<file path="src/rtl/mem_port_pkg.sv">
// Shared types and constants for the mem_port memory access unit.
// Holds the FSM state encoding, default widths and the wait-counter width.
package mem_port_pkg;

  localparam int DEF_DATA_W      = 32;
  localparam int DEF_ADDR_W      = 9;
  localparam int DEF_DEPTH       = 512;
  localparam int DEF_WAIT_STATES = 0;
  localparam int CNT_W           = 4;

  typedef enum logic [1:0] {
    IDLE   = 2'd0,
    ACCESS = 2'd1,
    DONE   = 2'd2
  } state_e;

  // Wait-state count as loaded into the counter; values above 15 wrap.
  function automatic logic [CNT_W-1:0] wait_load(input int ws);
    return CNT_W'(ws);
  endfunction

endpackage

</file>
<file path="src/rtl/mem_port_if.sv">
// CPU-bus and RAM-side signal bundle of mem_port.
// The slave modport is the memory unit; the master modport is the CPU/RAM side.
interface mem_port_if
  import mem_port_pkg::*;
#(
  parameter int DATA_W = DEF_DATA_W,
  parameter int ADDR_W = DEF_ADDR_W
);
  logic [DATA_W-1:0] bus_in;
  logic              mar_in;
  logic              mdr_in;
  logic              start;
  logic              mem_read;
  logic              busy;
  logic              done;
  logic              err;
  logic [DATA_W-1:0] mdr_out;
  logic [ADDR_W-1:0] ram_addr;
  logic [DATA_W-1:0] ram_wdata;
  logic [DATA_W-1:0] ram_rdata;
  logic              ram_en;
  logic              ram_we;

  modport slave (
    input  bus_in, mar_in, mdr_in, start, mem_read, ram_rdata,
    output busy, done, err, mdr_out, ram_addr, ram_wdata, ram_en, ram_we
  );

  modport master (
    output bus_in, mar_in, mdr_in, start, mem_read, ram_rdata,
    input  busy, done, err, mdr_out, ram_addr, ram_wdata, ram_en, ram_we
  );
endinterface

</file>
<file path="src/rtl/mem_port_fsm.sv">
// Access sequencer for mem_port: state, wait counter, access-type flop and RAM strobes.
// Optional range checking is enabled by defining MEM_PORT_RANGE_CHECK_EN.
module mem_port_fsm
  import mem_port_pkg::*;
#(
  parameter int ADDR_W      = DEF_ADDR_W,
  parameter int DEPTH       = DEF_DEPTH,
  parameter int WAIT_STATES = DEF_WAIT_STATES
) (
  input  logic              clock,
  input  logic              reset,
  input  logic              clear_i,
  input  logic              start_i,
  input  logic              mem_read_i,
  input  logic [ADDR_W-1:0] addr_i,
  output logic              busy_o,
  output logic              done_o,
  output logic              err_o,
  output logic              ram_en_o,
  output logic              ram_we_o,
  output logic              mdr_cap_o,
  output logic              mdr_zero_o
);

  state_e           state_q, state_d;
  logic [CNT_W-1:0] cnt_q, cnt_d;
  logic             rd_q, rd_d;
  logic             err_q, err_d;
  logic             oor;

`ifdef MEM_PORT_RANGE_CHECK_EN
  assign oor = (32'(addr_i) >= 32'(DEPTH));
`else
  localparam int unused_depth = DEPTH;
  logic unused_addr;
  assign unused_addr = ^addr_i;
  assign oor         = 1'b0;
`endif

  always_comb begin
    state_d    = state_q;
    cnt_d      = cnt_q;
    rd_d       = rd_q;
    err_d      = 1'b0;
    ram_en_o   = 1'b0;
    ram_we_o   = 1'b0;
    mdr_cap_o  = 1'b0;
    mdr_zero_o = 1'b0;
    case (state_q)
      ACCESS: begin
        ram_en_o = 1'b1;
        if (cnt_q != '0) begin
          cnt_d = cnt_q - CNT_W'(1);
        end else begin
          state_d   = DONE;
          ram_we_o  = !rd_q;
          mdr_cap_o = rd_q;
        end
      end
      default: begin
        // IDLE and DONE both accept a new request; DONE chains straight into ACCESS.
        state_d = IDLE;
        if (start_i) begin
          rd_d = mem_read_i;
          if (oor) begin
            state_d    = DONE;
            err_d      = 1'b1;
            cnt_d      = '0;
            mdr_zero_o = mem_read_i;
          end else begin
            state_d = ACCESS;
            cnt_d   = wait_load(WAIT_STATES);
          end
        end
      end
    endcase
  end

  always_ff @(posedge clock or negedge reset) begin
    if (!reset) begin
      state_q <= IDLE;
      cnt_q   <= '0;
      rd_q    <= 1'b0;
      err_q   <= 1'b0;
    end else if (clear_i) begin
      state_q <= IDLE;
      cnt_q   <= '0;
      rd_q    <= 1'b0;
      err_q   <= 1'b0;
    end else begin
      state_q <= state_d;
      cnt_q   <= cnt_d;
      rd_q    <= rd_d;
      err_q   <= err_d;
    end
  end

  assign busy_o = (state_q == ACCESS);
  assign done_o = (state_q == DONE);
  assign err_o  = err_q;

endmodule

</file>
<file path="src/rtl/mem_port.sv">
// Memory access unit: MAR/MDR registers and bus muxing around the access sequencer.
// Range checking against DEPTH is enabled by defining MEM_PORT_RANGE_CHECK_EN.
module mem_port
  import mem_port_pkg::*;
#(
  parameter int DATA_W      = DEF_DATA_W,
  parameter int ADDR_W      = DEF_ADDR_W,
  parameter int DEPTH       = DEF_DEPTH,
  parameter int WAIT_STATES = DEF_WAIT_STATES
) (
  input  logic      clock,
  input  logic      reset,
  input  logic      clear,
  mem_port_if.slave bus
);

  logic [ADDR_W-1:0] mar_q, mar_d;
  logic [DATA_W-1:0] mdr_q, mdr_d;
  logic              busy;
  logic              mdr_cap;
  logic              mdr_zero;

  // The range check sees the MAR value held before this edge's load.
  mem_port_fsm #(
    .ADDR_W      (ADDR_W),
    .DEPTH       (DEPTH),
    .WAIT_STATES (WAIT_STATES)
  ) u_fsm (
    .clock      (clock),
    .reset      (reset),
    .clear_i    (clear),
    .start_i    (bus.start),
    .mem_read_i (bus.mem_read),
    .addr_i     (mar_q),
    .busy_o     (busy),
    .done_o     (bus.done),
    .err_o      (bus.err),
    .ram_en_o   (bus.ram_en),
    .ram_we_o   (bus.ram_we),
    .mdr_cap_o  (mdr_cap),
    .mdr_zero_o (mdr_zero)
  );

  always_comb begin
    mar_d = mar_q;
    if (bus.mar_in && !busy) begin
      mar_d = bus.bus_in[ADDR_W-1:0];
    end
    mdr_d = mdr_q;
    if (mdr_zero) begin
      mdr_d = '0;
    end else if (mdr_cap) begin
      mdr_d = bus.ram_rdata;
    end else if (bus.mdr_in && !busy) begin
      mdr_d = bus.bus_in;
    end
  end

  always_ff @(posedge clock or negedge reset) begin
    if (!reset) begin
      mar_q <= '0;
      mdr_q <= '0;
    end else if (clear) begin
      mar_q <= '0;
      mdr_q <= '0;
    end else begin
      mar_q <= mar_d;
      mdr_q <= mdr_d;
    end
  end

  assign bus.busy      = busy;
  assign bus.mdr_out   = mdr_q;
  assign bus.ram_addr  = mar_q;
  assign bus.ram_wdata = mdr_q;

endmodule
</file>
<file path="src/flat_wrapper.sv">
// flat-port wrapper written by rule: the top's interface ports become plain ports
module mem_port_flat import mem_port_pkg::*;
#(
  parameter int DATA_W      = DEF_DATA_W,
  parameter int ADDR_W      = DEF_ADDR_W,
  parameter int DEPTH       = DEF_DEPTH,
  parameter int WAIT_STATES = DEF_WAIT_STATES
)
  (clock, reset, clear, bus_bus_in, bus_mar_in, bus_mdr_in, bus_start, bus_mem_read, bus_ram_rdata, bus_busy, bus_done, bus_err, bus_mdr_out, bus_ram_addr, bus_ram_wdata, bus_ram_en, bus_ram_we);
  mem_port_if #(.DATA_W(DATA_W), .ADDR_W(ADDR_W)) bus_i ();
  input  logic clock;
  input  logic reset;
  input  logic clear;
  input wire logic [$bits(bus_i.bus_in)-1:0] bus_bus_in;
  input wire logic [$bits(bus_i.mar_in)-1:0] bus_mar_in;
  input wire logic [$bits(bus_i.mdr_in)-1:0] bus_mdr_in;
  input wire logic [$bits(bus_i.start)-1:0] bus_start;
  input wire logic [$bits(bus_i.mem_read)-1:0] bus_mem_read;
  input wire logic [$bits(bus_i.ram_rdata)-1:0] bus_ram_rdata;
  output wire logic [$bits(bus_i.busy)-1:0] bus_busy;
  output wire logic [$bits(bus_i.done)-1:0] bus_done;
  output wire logic [$bits(bus_i.err)-1:0] bus_err;
  output wire logic [$bits(bus_i.mdr_out)-1:0] bus_mdr_out;
  output wire logic [$bits(bus_i.ram_addr)-1:0] bus_ram_addr;
  output wire logic [$bits(bus_i.ram_wdata)-1:0] bus_ram_wdata;
  output wire logic [$bits(bus_i.ram_en)-1:0] bus_ram_en;
  output wire logic [$bits(bus_i.ram_we)-1:0] bus_ram_we;
  assign bus_i.bus_in = bus_bus_in;
  assign bus_i.mar_in = bus_mar_in;
  assign bus_i.mdr_in = bus_mdr_in;
  assign bus_i.start = bus_start;
  assign bus_i.mem_read = bus_mem_read;
  assign bus_i.ram_rdata = bus_ram_rdata;
  assign bus_busy = bus_i.busy;
  assign bus_done = bus_i.done;
  assign bus_err = bus_i.err;
  assign bus_mdr_out = bus_i.mdr_out;
  assign bus_ram_addr = bus_i.ram_addr;
  assign bus_ram_wdata = bus_i.ram_wdata;
  assign bus_ram_en = bus_i.ram_en;
  assign bus_ram_we = bus_i.ram_we;
  mem_port #(.DATA_W(DATA_W), .ADDR_W(ADDR_W), .DEPTH(DEPTH), .WAIT_STATES(WAIT_STATES)) u_core (.clock(clock), .reset(reset), .clear(clear), .bus(bus_i));
endmodule
</file>
<file path="config.mk">
export PLATFORM = sky130hd
export DESIGN_NAME = mem_port_flat
export DESIGN_NICKNAME = d
export VERILOG_FILES = /design/src/rtl/mem_port_pkg.sv /design/src/rtl/mem_port_if.sv /design/src/rtl/mem_port_fsm.sv /design/src/rtl/mem_port.sv /design/src/flat_wrapper.sv
export SDC_FILE = /design/constraint.sdc
export NUM_CORES = 1
export LEC_CHECK = 0
export ABC_AREA = 1
export BUFFER_PORTS_ARGS = -buffer_cell sky130_fd_sc_hd__buf_2
export CAP_MARGIN = 20
export CORE_MARGIN = 1.5
export CORE_UTILIZATION = 45
export CTS_BUF_LIST = sky130_fd_sc_hd__clkbuf_8 sky130_fd_sc_hd__clkbuf_16
export CTS_CLUSTER_SIZE = 12
export DETAILED_ROUTE_END_ITERATION = 7
export PLACE_DENSITY = 0.84
export REMOVE_ABC_BUFFERS = 1
export SLEW_MARGIN = 20
export SYNTH_ARGS = -nofsm -noshare
export SYNTH_HDL_FRONTEND = slang
export SYNTH_SLANG_ARGS = --single-unit
export TNS_END_PERCENT = 100
</file>
<file path="constraint.sdc">
create_clock -name clock -period 1.69 [get_ports clock]
set_input_delay 0.507 -clock clock [delete_from_list [all_inputs] [get_ports clock]]
set_output_delay 0.507 -clock clock [all_outputs]
set_load 0.02 [all_outputs]
</file>
==> results by group, run 1 <==
Critical path
  • Crit Path Class: register to output port
  • Crit-path max FO: 2
  • Worst EP arrival: 1290 ps
  • CP Capture Type: output port
  • Critical path launch point type: register
  • Worst EP required: 1180 ps

Drt
  • Via count: 2955
  • Wirelength per Cell: 13.35 um
  • Routed vias/inst: 5.139
  • Drt drc: 0
  • Drt first pass iters: 4
  • Routed WL: 7676 um
  • Final ANT Viol Nets: 0
  • First DRT Iteration DRCs: 106

Timing
  • Final Hold Vio Count: 0
  • Setup TNS: -111.6 ps
  • Final setup fails: 1
  • Pins Over Slew Limit: 0
  • Period Utilization, post-route: 1.066
  • Post-layout min period: 1802 ps
  • Fmax: 555.1 MHz
  • Final worst slack: -111.6 ps
  • RSZ-0062 raised after global routing: yes
  • Hold slack: 164.5 ps
  • Final Skew: 10.12 ps

Cells and area
  • Layout cells sized above 1: 0.3920
  • Fin nets: 572
  • Most common cell after layout, fill and taps aside: buf_2
  • Area grow syn2layout: 28.26%
  • Final Util: 0.6057
  • Final Cell Area: 3628 um2
  • Fin cells: 575
  • Most frequent cells in the layout: 146 x buf_2, 140 x nand2_1, 48 x dfrtp_1
  • # diodes: 0

GRT
  • Number of global-route vias before repair: 2572
  • Grt met3 use: 0.04396
  • Largest net degree at the start of global routing: 49
  • First-pass GRT wire length: 11630 um
  • Initial antenna violation count: 0
  • M1 GR Usage: 0.2734
  • Top Usage Layer GRT: met2
  • Tot GR Track Use: 0.2239
  • Grt ovf: 0
  • Met2 Usage GRT: 0.4024

Logic synthesis
  • Synthesis warning total: 0
  • Post-Syn Area: 2829 um2
  • Netlist cell types: 22
  • Syn Inst Count: 375
  • Avg Cell Area, Syn: 7.544 um2
  • #FFs+latches synth: 48
  • Sequential area share after synthesis: 0.4246

Run status
  • Outcome: finished, violations left
  • Failing checks: negative setup slack

CTS
  • Clock sinks: 48
  • Reg clk slew, reported paths: 90 ps
  • Hold buffers post-CTS: 0
  • Num CTS Buffers: 5
  • CTS max path bufs: 2
  • CTS tree: done
  • Skew-Pair Late Insertion Delay: 300 ps
  • Root Buffer: clkbuf_8
  • H-Tree Depth: 2

Placement
  • Placed cell count: 556
  • Cell Area, Placed: 3420 um2
  • Number of port buffers: 147
  • Post-DP HPWL: 5559 um
  • Pre-CTS WS: 42.99 ps
  • Routability Congestion: 0.8211

Power and ir drop
  • Total Power: 2.739 mW
  • P_leak: 2.192 nW
  • VDD IR max: 0.0003456 V
  • Power Dens Cells: 754.8 nW/um2

Floorplan
  • Core ar.: 5991 um2
  • Number of placement rows: 28
  • Die ar.: 6771 um2
  • Die Ht: 82.29 um
  • IO Pins: 149
  • Die X: 82.29 um
  • Initial Util: 0.4722

Job
  • Max Cap Violations: 0

Hold path
  • Hold Crit Class: primary input to async pin
==> path summary, 6_finish.rpt <==
path                                  startpoint                      to  slack (ps)  cells past startpoint
max                        u_core.u_fsm.cnt_q[1]              bus_ram_we        -110                      5
min                                        reset  u_core.bus.ram_addr[2]         160                      2
max reg2reg                u_core.u_fsm.cnt_q[1]  u_core.bus.mdr_out[17]          90                      8
min reg2reg                u_core.bus.mdr_out[0]   u_core.bus.mdr_out[0]         530                      2
max in group asynchronous                  reset  u_core.bus.mdr_out[19]        1290                      2
min in group clock                  bus_mem_read       u_core.u_fsm.rd_q         430                      3
==> layout make-up <==
class / count / area, um2
fill: 567 / 2362
inverter: 19 / 71.32
clock inverter: 2 / 10.01
multi-input combinational: 250 / 1192
sequential: 48 / 1201
tap: 75 / 93.84
clock buffer: 6 / 82.58
timing repair buffer: 175 / 977.2
==> state kept, by name (all words and copies together), names as in the netlist <==
signal / cells
u_core.u_fsm.cnt_q: 4
u_core.u_fsm.state_q: 2
u_core.u_fsm.rd_q: 1
u_core.bus.mdr_out: 32
u_core.bus.ram_addr: 9
==> power breakdown <==
group	switching (mW)	leakage [nW]	total, mW	internal, mW
combinational	0.476	1.51	0.741	0.265
clock	0.374	0.0510	0.701	0.327
sequential	0.0658	0.632	1.30	1.23
==> per-layer routing <==
layer | part of all wire | wire, um | up-vias
met5 | 0 | 0 | -
met4 | 0.0079 | 61 | 0
met3 | 0.077 | 593 | 7
met2 | 0.50 | 3864 | 136
met1 | 0.41 | 3157 | 1385
li1 | - | - | 1427
==> synth_stat cells <==
| library cell | instances | area (um2) |
|---|---|---|
| dfrtp_1 | 48 | 1201 |
| ha_1 | 2 | 25.02 |
| inv_1 | 17 | 63.81 |
| buf_1 | 3 | 11.26 |
| buf_4 | 34 | 255.2 |
| nor3_1 | 2 | 10.01 |
| nor2_8 | 1 | 20.02 |
| a21oi_2 | 1 | 8.760 |
| nand4_2 | 1 | 12.51 |
| nand4_1 | 32 | 200.2 |
| o21ai_1 | 1 | 5.000 |
| nor2_1 | 9 | 33.78 |
| a21oi_1 | 1 | 5.000 |
| nand3_1 | 46 | 230.2 |
| conb_1 | 1 | 3.750 |
| buf_2 | 9 | 45.04 |
| buf_6 | 6 | 67.56 |
| a21oi_4 | 1 | 16.27 |
| inv_2 | 2 | 7.510 |
| o21ai_0 | 11 | 55.05 |
| clkbuf_1 | 6 | 22.52 |
| nand2_1 | 141 | 529.3 |
==> worst max-delay path, stage by stage, from the launching register on <==
cell	delay [ps]
dfrtp_1	420
inv_2	90
ha_4	150
nand2_4	50
nor3_2	110
buf_4	160
==> kinds of logic after synthesis <==
logic type / count (synthesis) / share of synthesized area
adder cells (fa/ha/maj): 2 / 0.008844
AND/OR/NAND/NOR: 232 / 0.3662
flip-flops: 48 / 0.4246
AO/OA/AOI/OAI: 15 / 0.03184
other: 1 / 0.001326
buffers and inverters: 77 / 0.1672
==> what timing repair did <==
| item | CTS | global route |
|---|---|---|
| pin swaps | 3 | 1 |
| setup buffers | 9 | 2 |
| resized for setup | 9 | 1 |
| setup endpoints to repair | 3 | 3 |
No activity file was read; power rests on OpenSTA's default activity.
==> run 2: changes to the inputs <==
--- a/config.mk
+++ b/config.mk
@@ -5,7 +5,6 @@
 export SDC_FILE = /design/constraint.sdc
 export NUM_CORES = 1
 export LEC_CHECK = 0
-export ABC_AREA = 1
 export BUFFER_PORTS_ARGS = -buffer_cell sky130_fd_sc_hd__buf_2
 export CAP_MARGIN = 20
 export CORE_MARGIN = 1.5
==> run 2 against run 1 <==
Net effect: the flow still finishes with violations (negative setup slack); flip-flop and latch count did not move; clock power fell by 10%; via count down 6.5%; register-to-register slack worse by 400 ps; combinational power grew 26%; sequential power about the same; non-clock buffer count up 13; design area grew 12%; critical endpoint unchanged; largest cell class is now multi-input gates.
==> results by group, run 2 <==
Run status
  • Outcome: finished, violations left
  • Failing checks: negative setup slack

Power and ir drop
  • VDD IR max: 0.0003543 V
  • Int Pwr: 1.887 mW
  • Clk network pwr share: 0.220
  • Logic gate share of total power: 0.328
  • Power Dens Cells: 704.4 nW/um2
  • Total Power: 2.858 mW
  • Sw frac: 0.3396
  • P_leak: 2.023 nW
  • Switching power: 0.9705 mW
  • Sequential share of power: 0.452

Drt
  • Routed WL: 8587 um
  • First DRT Iteration DRCs: 86
  • Routed vias/inst: 5.395
  • Final ANT Viol Nets: 0
  • Wirelength per Cell: 16.77 um
  • Via count: 2762
  • Drt first pass iters: 4
  • Drt drc: 0

Placement
  • Placed cell count: 480
  • Number of port buffers: 147
  • Post-DP HPWL: 5460 um
  • Routability Congestion: 0.7482
  • Pre-CTS WS: -93.78 ps
  • Cell Area, Placed: 3387 um2

CTS
  • CTS max path bufs: 2
  • Clock sinks: 48
  • Num CTS Buffers: 5
  • Hold buffers post-CTS: 0
  • Root Buffer: clkbuf_8
  • Reg clk slew, reported paths: 90 ps
  • Skew-Pair Late Insertion Delay: 290 ps
  • H-Tree Depth: 2
  • CTS tree: done

Floorplan
  • IO Pins: 149
  • Die Ht: 82.17 um
  • Core ar.: 5991 um2
  • Initial Util: 0.4708
  • Die ar.: 6751 um2
  • Number of placement rows: 28
  • Die X: 82.17 um

Logic synthesis
  • List of most frequent post-synthesis cells: 79 x nand2_1, 48 x dfrtp_1, 40 x nor2_1
  • Synth top area cells: dfrtp_1 43%, a311oi_2 17%, nand2_1 11%
  • Post-synth top area cell: dfrtp_1
  • Post-synth top area share: 0.4259
  • Sequential area share after synthesis: 0.4259
  • Async SR Flop Fraction: 1.000
  • Top-count cell post-synth: nand2_1
  • Synthesis warning total: 0
  • Post-Syn Area: 2820 um2
  • #FFs+latches synth: 48
  • Netlist cell types: 27
  • Commonest register cell after synthesis: dfrtp_1
  • Avg Cell Area, Syn: 9.464 um2
  • Syn Inst Count: 298
  • Post-synth EDFFs: 0

Cells and area
  • Final Cell Area: 4056 um2
  • Most frequent cells in the layout: 144 x buf_2, 78 x nand2_1, 48 x dfrtp_1
  • Multi-input logic area: 1370 um2
  • Fin nets: 510
  • # diodes: 0
  • Area grow syn2layout: 43.83%
  • Fin cells: 512
  • Max reg flops: 32
  • Seq. cell area: 1201 um2
  • Number of fill cells: 464
  • Layout cells sized above 1: 0.6087
  • Most common cell after layout, fill and taps aside: buf_2
  • Final Util: 0.6771

Critical path
  • Crit Path Class: register to output port
  • Worst r2r src: u_core.u_fsm.cnt_q[1]
  • Worst-case reg-to-reg path depth: 13
  • CP Capture Type: output port
  • Crit-path max FO: 2
  • Worst EP required: 1180 ps
  • Worst EP arrival: 1560 ps
  • Setup crit start: u_core.u_fsm.cnt_q[1]
  • Critical path launch point type: register

Hold path
  • Hold Crit Class: primary input to async pin

GRT
  • Number of global-route vias before repair: 2726
  • Initial antenna violation count: 0
  • Grt ovf: 0
  • First-pass GRT wire length: 12390 um
  • Tot GR Track Use: 0.2433
  • Largest net degree at the start of global routing: 26

Timing
  • Post-layout min period: 2069 ps
  • Pins Over Slew Limit: 0
  • Final Hold Vio Count: 0
  • Fmax: 483.2 MHz
  • Hold slack: 227.2 ps
  • Final worst slack: -379.4 ps
  • Period Utilization, post-route: 1.225
  • RSZ-0062 raised after global routing: yes
  • Final Skew: 10.58 ps
  • Final setup fails: 35
  • Setup TNS: -5928 ps

Job
  • Max Cap Violations: 0
run 2: cells by family after synthesis:
group / after synthesis / synth area share
flip-flops: 48 / 0.4259
other: 1 / 0.001330
AND/OR/NAND/NOR: 139 / 0.2036
buffers and inverters: 59 / 0.1579
AO/OA/AOI/OAI: 49 / 0.2023
adder cells (fa/ha/maj): 2 / 0.008872
run 2: cell type report:
type,instances,area share
multi-input cells,191,0.3378
repair buffers,188,0.3205
flip-flops and latches,48,0.2961
well taps,75,0.02313
clock buffers,5,0.01696
inverters,3,0.003393
clock inverters,2,0.002159
run 2: per-layer routing:
metal | routed length [um] | share of wire | global-route usage
met1 | 3190 | 0.37 | 0.2593
met2 | 4706 | 0.55 | 0.4631
met3 | 508 | 0.059 | 0.04176
met4 | 181 | 0.021 | 0.1102
met5 | 0 | 0 | 0
run 2: critical path: stages (launching register included):
cell and delay [ps]:
dfrtp_1 410, inv_2 100, ha_4 160, nor3b_4 230, nand2_2 130, nor2_4 120
buf_6 130
run 2: repair_timing:
action | CTS | global route
buffers inserted | 16 | 5
pin swaps | 5 | 7
resized for setup | 63 | 25
endpoints found under the setup margin | 35 | 38
gates cloned | 5 | 2
run 2: final timing paths:
check	slack (ps)	end
worst max-delay path	-380	bus_ram_we
worst min-delay path	230	u_core.bus.mdr_out[31]
worst max register to register	-310	u_core.u_fsm.state_q[1]
worst min register to register	530	u_core.bus.ram_addr[0]
max in group asynchronous	1210	u_core.bus.mdr_out[28]
min in group clock	470	u_core.bus.ram_addr[6]
run 2: power by group through the flow:
stage	logic, mW	registers, mW	clock network (mW)
finish	0.937	1.29	0.630
global route	1.01	1.30	0.691
CTS	0.894	1.29	0.649
detailed placement	0.798	1.31	0
global placement	0.785	1.31	0
floorplan	0.242	1.48	0
==> run 3: changes to the inputs <==
--- a/config.mk
+++ b/config.mk
@@ -13,6 +13,7 @@
 export CTS_CLUSTER_SIZE = 12
 export DETAILED_ROUTE_END_ITERATION = 7
 export PLACE_DENSITY = 0.84
+export RECOVER_POWER = 50
 export REMOVE_ABC_BUFFERS = 1
 export SLEW_MARGIN = 20
 export SYNTH_ARGS = -nofsm -noshare
==> run 3 against run 2 <==
Net effect: the flow still finishes with violations (negative setup slack); critical path depth is the same; flip-flop and latch count unchanged; design area shrank 0.99%; final cell count unchanged; first-iteration DRC count down 10%; global-route usage is the same; largest cell class unchanged; power down 0.51%; clock power about the same; largest power group unchanged; clock-buffer cell count did not move.
==> results by group, run 3 (synthesis results as in run 2) <==
Run status
  • Outcome: finished, violations left
  • Failing checks: negative setup slack

Cells and area
  • Fin cells: 512
  • Number of fill cells: 487
  • Final Util: 0.6704
  • Most frequent cells in the layout: 123 x buf_2, 78 x nand2_1, 48 x dfrtp_1
  • # diodes: 0
  • Most common cell after layout, fill and taps aside: buf_2
  • Fin nets: 510
  • Area grow syn2layout: 42.41%
  • Max reg flops: 32
  • Layout cells sized above 1: 0.5561

GRT
  • Grt ovf: 0
  • Tot GR Track Use: 0.2433
  • Largest net degree at the start of global routing: 26
  • First-pass GRT wire length: 12390 um
  • Initial antenna violation count: 0
  • Number of global-route vias before repair: 2726

Power and ir drop
  • Switching power: 0.9711 mW
  • Clk network pwr share: 0.222
  • Sw frac: 0.3416
  • Logic gate share of total power: 0.324
  • Power Dens Cells: 707.9 nW/um2
  • Total Power: 2.843 mW
  • Int Pwr: 1.872 mW
  • Sequential share of power: 0.454
  • P_leak: 1.934 nW
  • VDD IR max: 0.0003492 V

Drt
  • Drt drc: 0
  • Final ANT Viol Nets: 0
  • Via count: 2749
  • Routed WL: 8625 um
  • Wirelength per Cell: 16.85 um
  • Drt first pass iters: 4
  • Routed vias/inst: 5.369
  • First DRT Iteration DRCs: 77

Critical path
  • Top Family by Delay on Critical Path: simple AND/OR/NAND/NOR gates
  • Reg2reg setup slack: -310 ps
  • Worst r2r src: u_core.u_fsm.cnt_q[1]
  • CP Capture Type: output port
  • CP Buf/Inv Count: 2
  • Crit-path max FO: 2
  • Worst EP arrival: 1560 ps
  • CP peak stage delay: 410 ps
  • Critical path's slowest cell: dfrtp_1
  • Worst-case reg-to-reg path depth: 13
  • Crit-path cells: inv_2 -> ha_4 -> nor3b_4 -> nand2_2 -> nor2_4 -> buf_6
  • Worst EP required: 1180 ps
  • Crit Path Class: register to output port
  • Critical path launch point type: register
  • RR Endpoint: u_core.u_fsm.state_q[1]

Timing
  • Setup TNS: -6079 ps
  • Worst Tran Pin Value: 1283 ps
  • Final Skew: 9.731 ps
  • Post-layout min period: 2069 ps
  • Pins Over Slew Limit: 0
  • Fmax: 483.2 MHz
  • Slew Limit Headroom: 0.1447
  • Final setup fails: 37
  • Final worst slack: -379.4 ps
  • Period Utilization, post-route: 1.224
  • Final Hold Vio Count: 0
  • RSZ-0062 raised after global routing: yes

Floorplan
  • Die X: 82.17 um
  • Initial Util: 0.4708
  • Core ar.: 5991 um2
  • Die ar.: 6751 um2
  • Number of placement rows: 28
  • Die Ht: 82.17 um
  • IO Pins: 149

CTS
  • H-Tree Depth: 2
  • Skew-Pair Late Insertion Delay: 290 ps
  • Clock sinks: 48
  • Root Buffer: clkbuf_8
  • Reg clk slew, reported paths: 90 ps
  • CTS max path bufs: 2
  • CTS tree: done
  • Num CTS Buffers: 5

Placement
  • Post-DP HPWL: 5460 um
  • Routability Congestion: 0.7482
  • Number of port buffers: 147
  • Placed cell count: 480

Job
  • Max Cap Violations: 0

Hold path
  • Hold Crit Class: primary input to async pin
## run 3: changes by cell type in the layout (fill, tap and decap cells not counted)
| cell | change |
|---|---|
| buf_2 | -21 |
| buf_4 | -2 |
| clkbuf_1 | +22 |
| clkbuf_2 | +1 |
| nand2b_1 | +1 |
| nand2b_4 | -1 |
## run 3: how the worst max path moves through the flow
stage	start	end	slack [ps]	cells after the start
finish	u_core.u_fsm.cnt_q[1]	bus_ram_we	-380	6
global route	u_core.u_fsm.cnt_q[1]	bus_ram_we	-420	6
CTS	u_core.u_fsm.cnt_q[0]	bus_ram_we	-250	6
detailed placement	u_core.u_fsm.cnt_q[1]	u_core.bus.mdr_out[31]	-90	7
global placement	u_core.u_fsm.cnt_q[0]	bus_ram_we	-20	6
floorplan	u_core.u_fsm.cnt_q[0]	u_core.bus.mdr_out[0]	-950	6
## run 3: layer usage
layer  GRT usage  vias to the layer above  routed length, um
li1            -                     1253                  -
met1      0.2593                     1359               3205
met2      0.4631                      122               4722
met3     0.04176                       15                516
met4      0.1102                        0                181
met5           0                        -                  0
## run 3: timing repair
action,CTS,global route
gates resized for setup,63,25
hold buffers,0,0
pin swaps,5,7
cloned,5,2
buffers inserted,16,5
endpoints found under the setup margin,35,38
hold endpoints to repair,0,0
## run 3: layout make-up
cell class | instances | area [um2] | share of cell area
clock inverter | 2 | 8.758 | 0.002181
sequential | 48 | 1201 | 0.2991
tap | 75 | 93.84 | 0.02336
timing repair buffer | 188 | 1267 | 0.3156
clock buffer | 5 | 68.82 | 0.01713
multi-input combinational | 191 | 1363 | 0.3393
inverter | 3 | 13.76 | 0.003427
## run 3: stage by stage
step | cell area, um2 | hold slack [ps] | setup slack, ps
after CTS | 3914 | 217.2 | -252.8
after global placement | 3387 | 511.4 | -15.84
final | 4016 | 385.5 | -379.4
after detailed placement | 3387 | 514.4 | -93.78
after floorplan | 2386 | 211.4 | -948.9
after global routing | 4016 | 440.3 | -417.7
## run 3: power by group through the flow
| stage | registers (mW) | clock network [mW] | logic [mW] |
|---|---|---|---|
| 3_3_place_gp | 1.31 | 0 | 0.785 |
| 6_report | 1.29 | 0.630 | 0.922 |
| 5_1_grt | 1.30 | 0.691 | 0.992 |
| 3_5_place_dp | 1.31 | 0 | 0.798 |
| 4_1_cts | 1.29 | 0.649 | 0.894 |
| 2_1_floorplan | 1.48 | 0 | 0.242 |
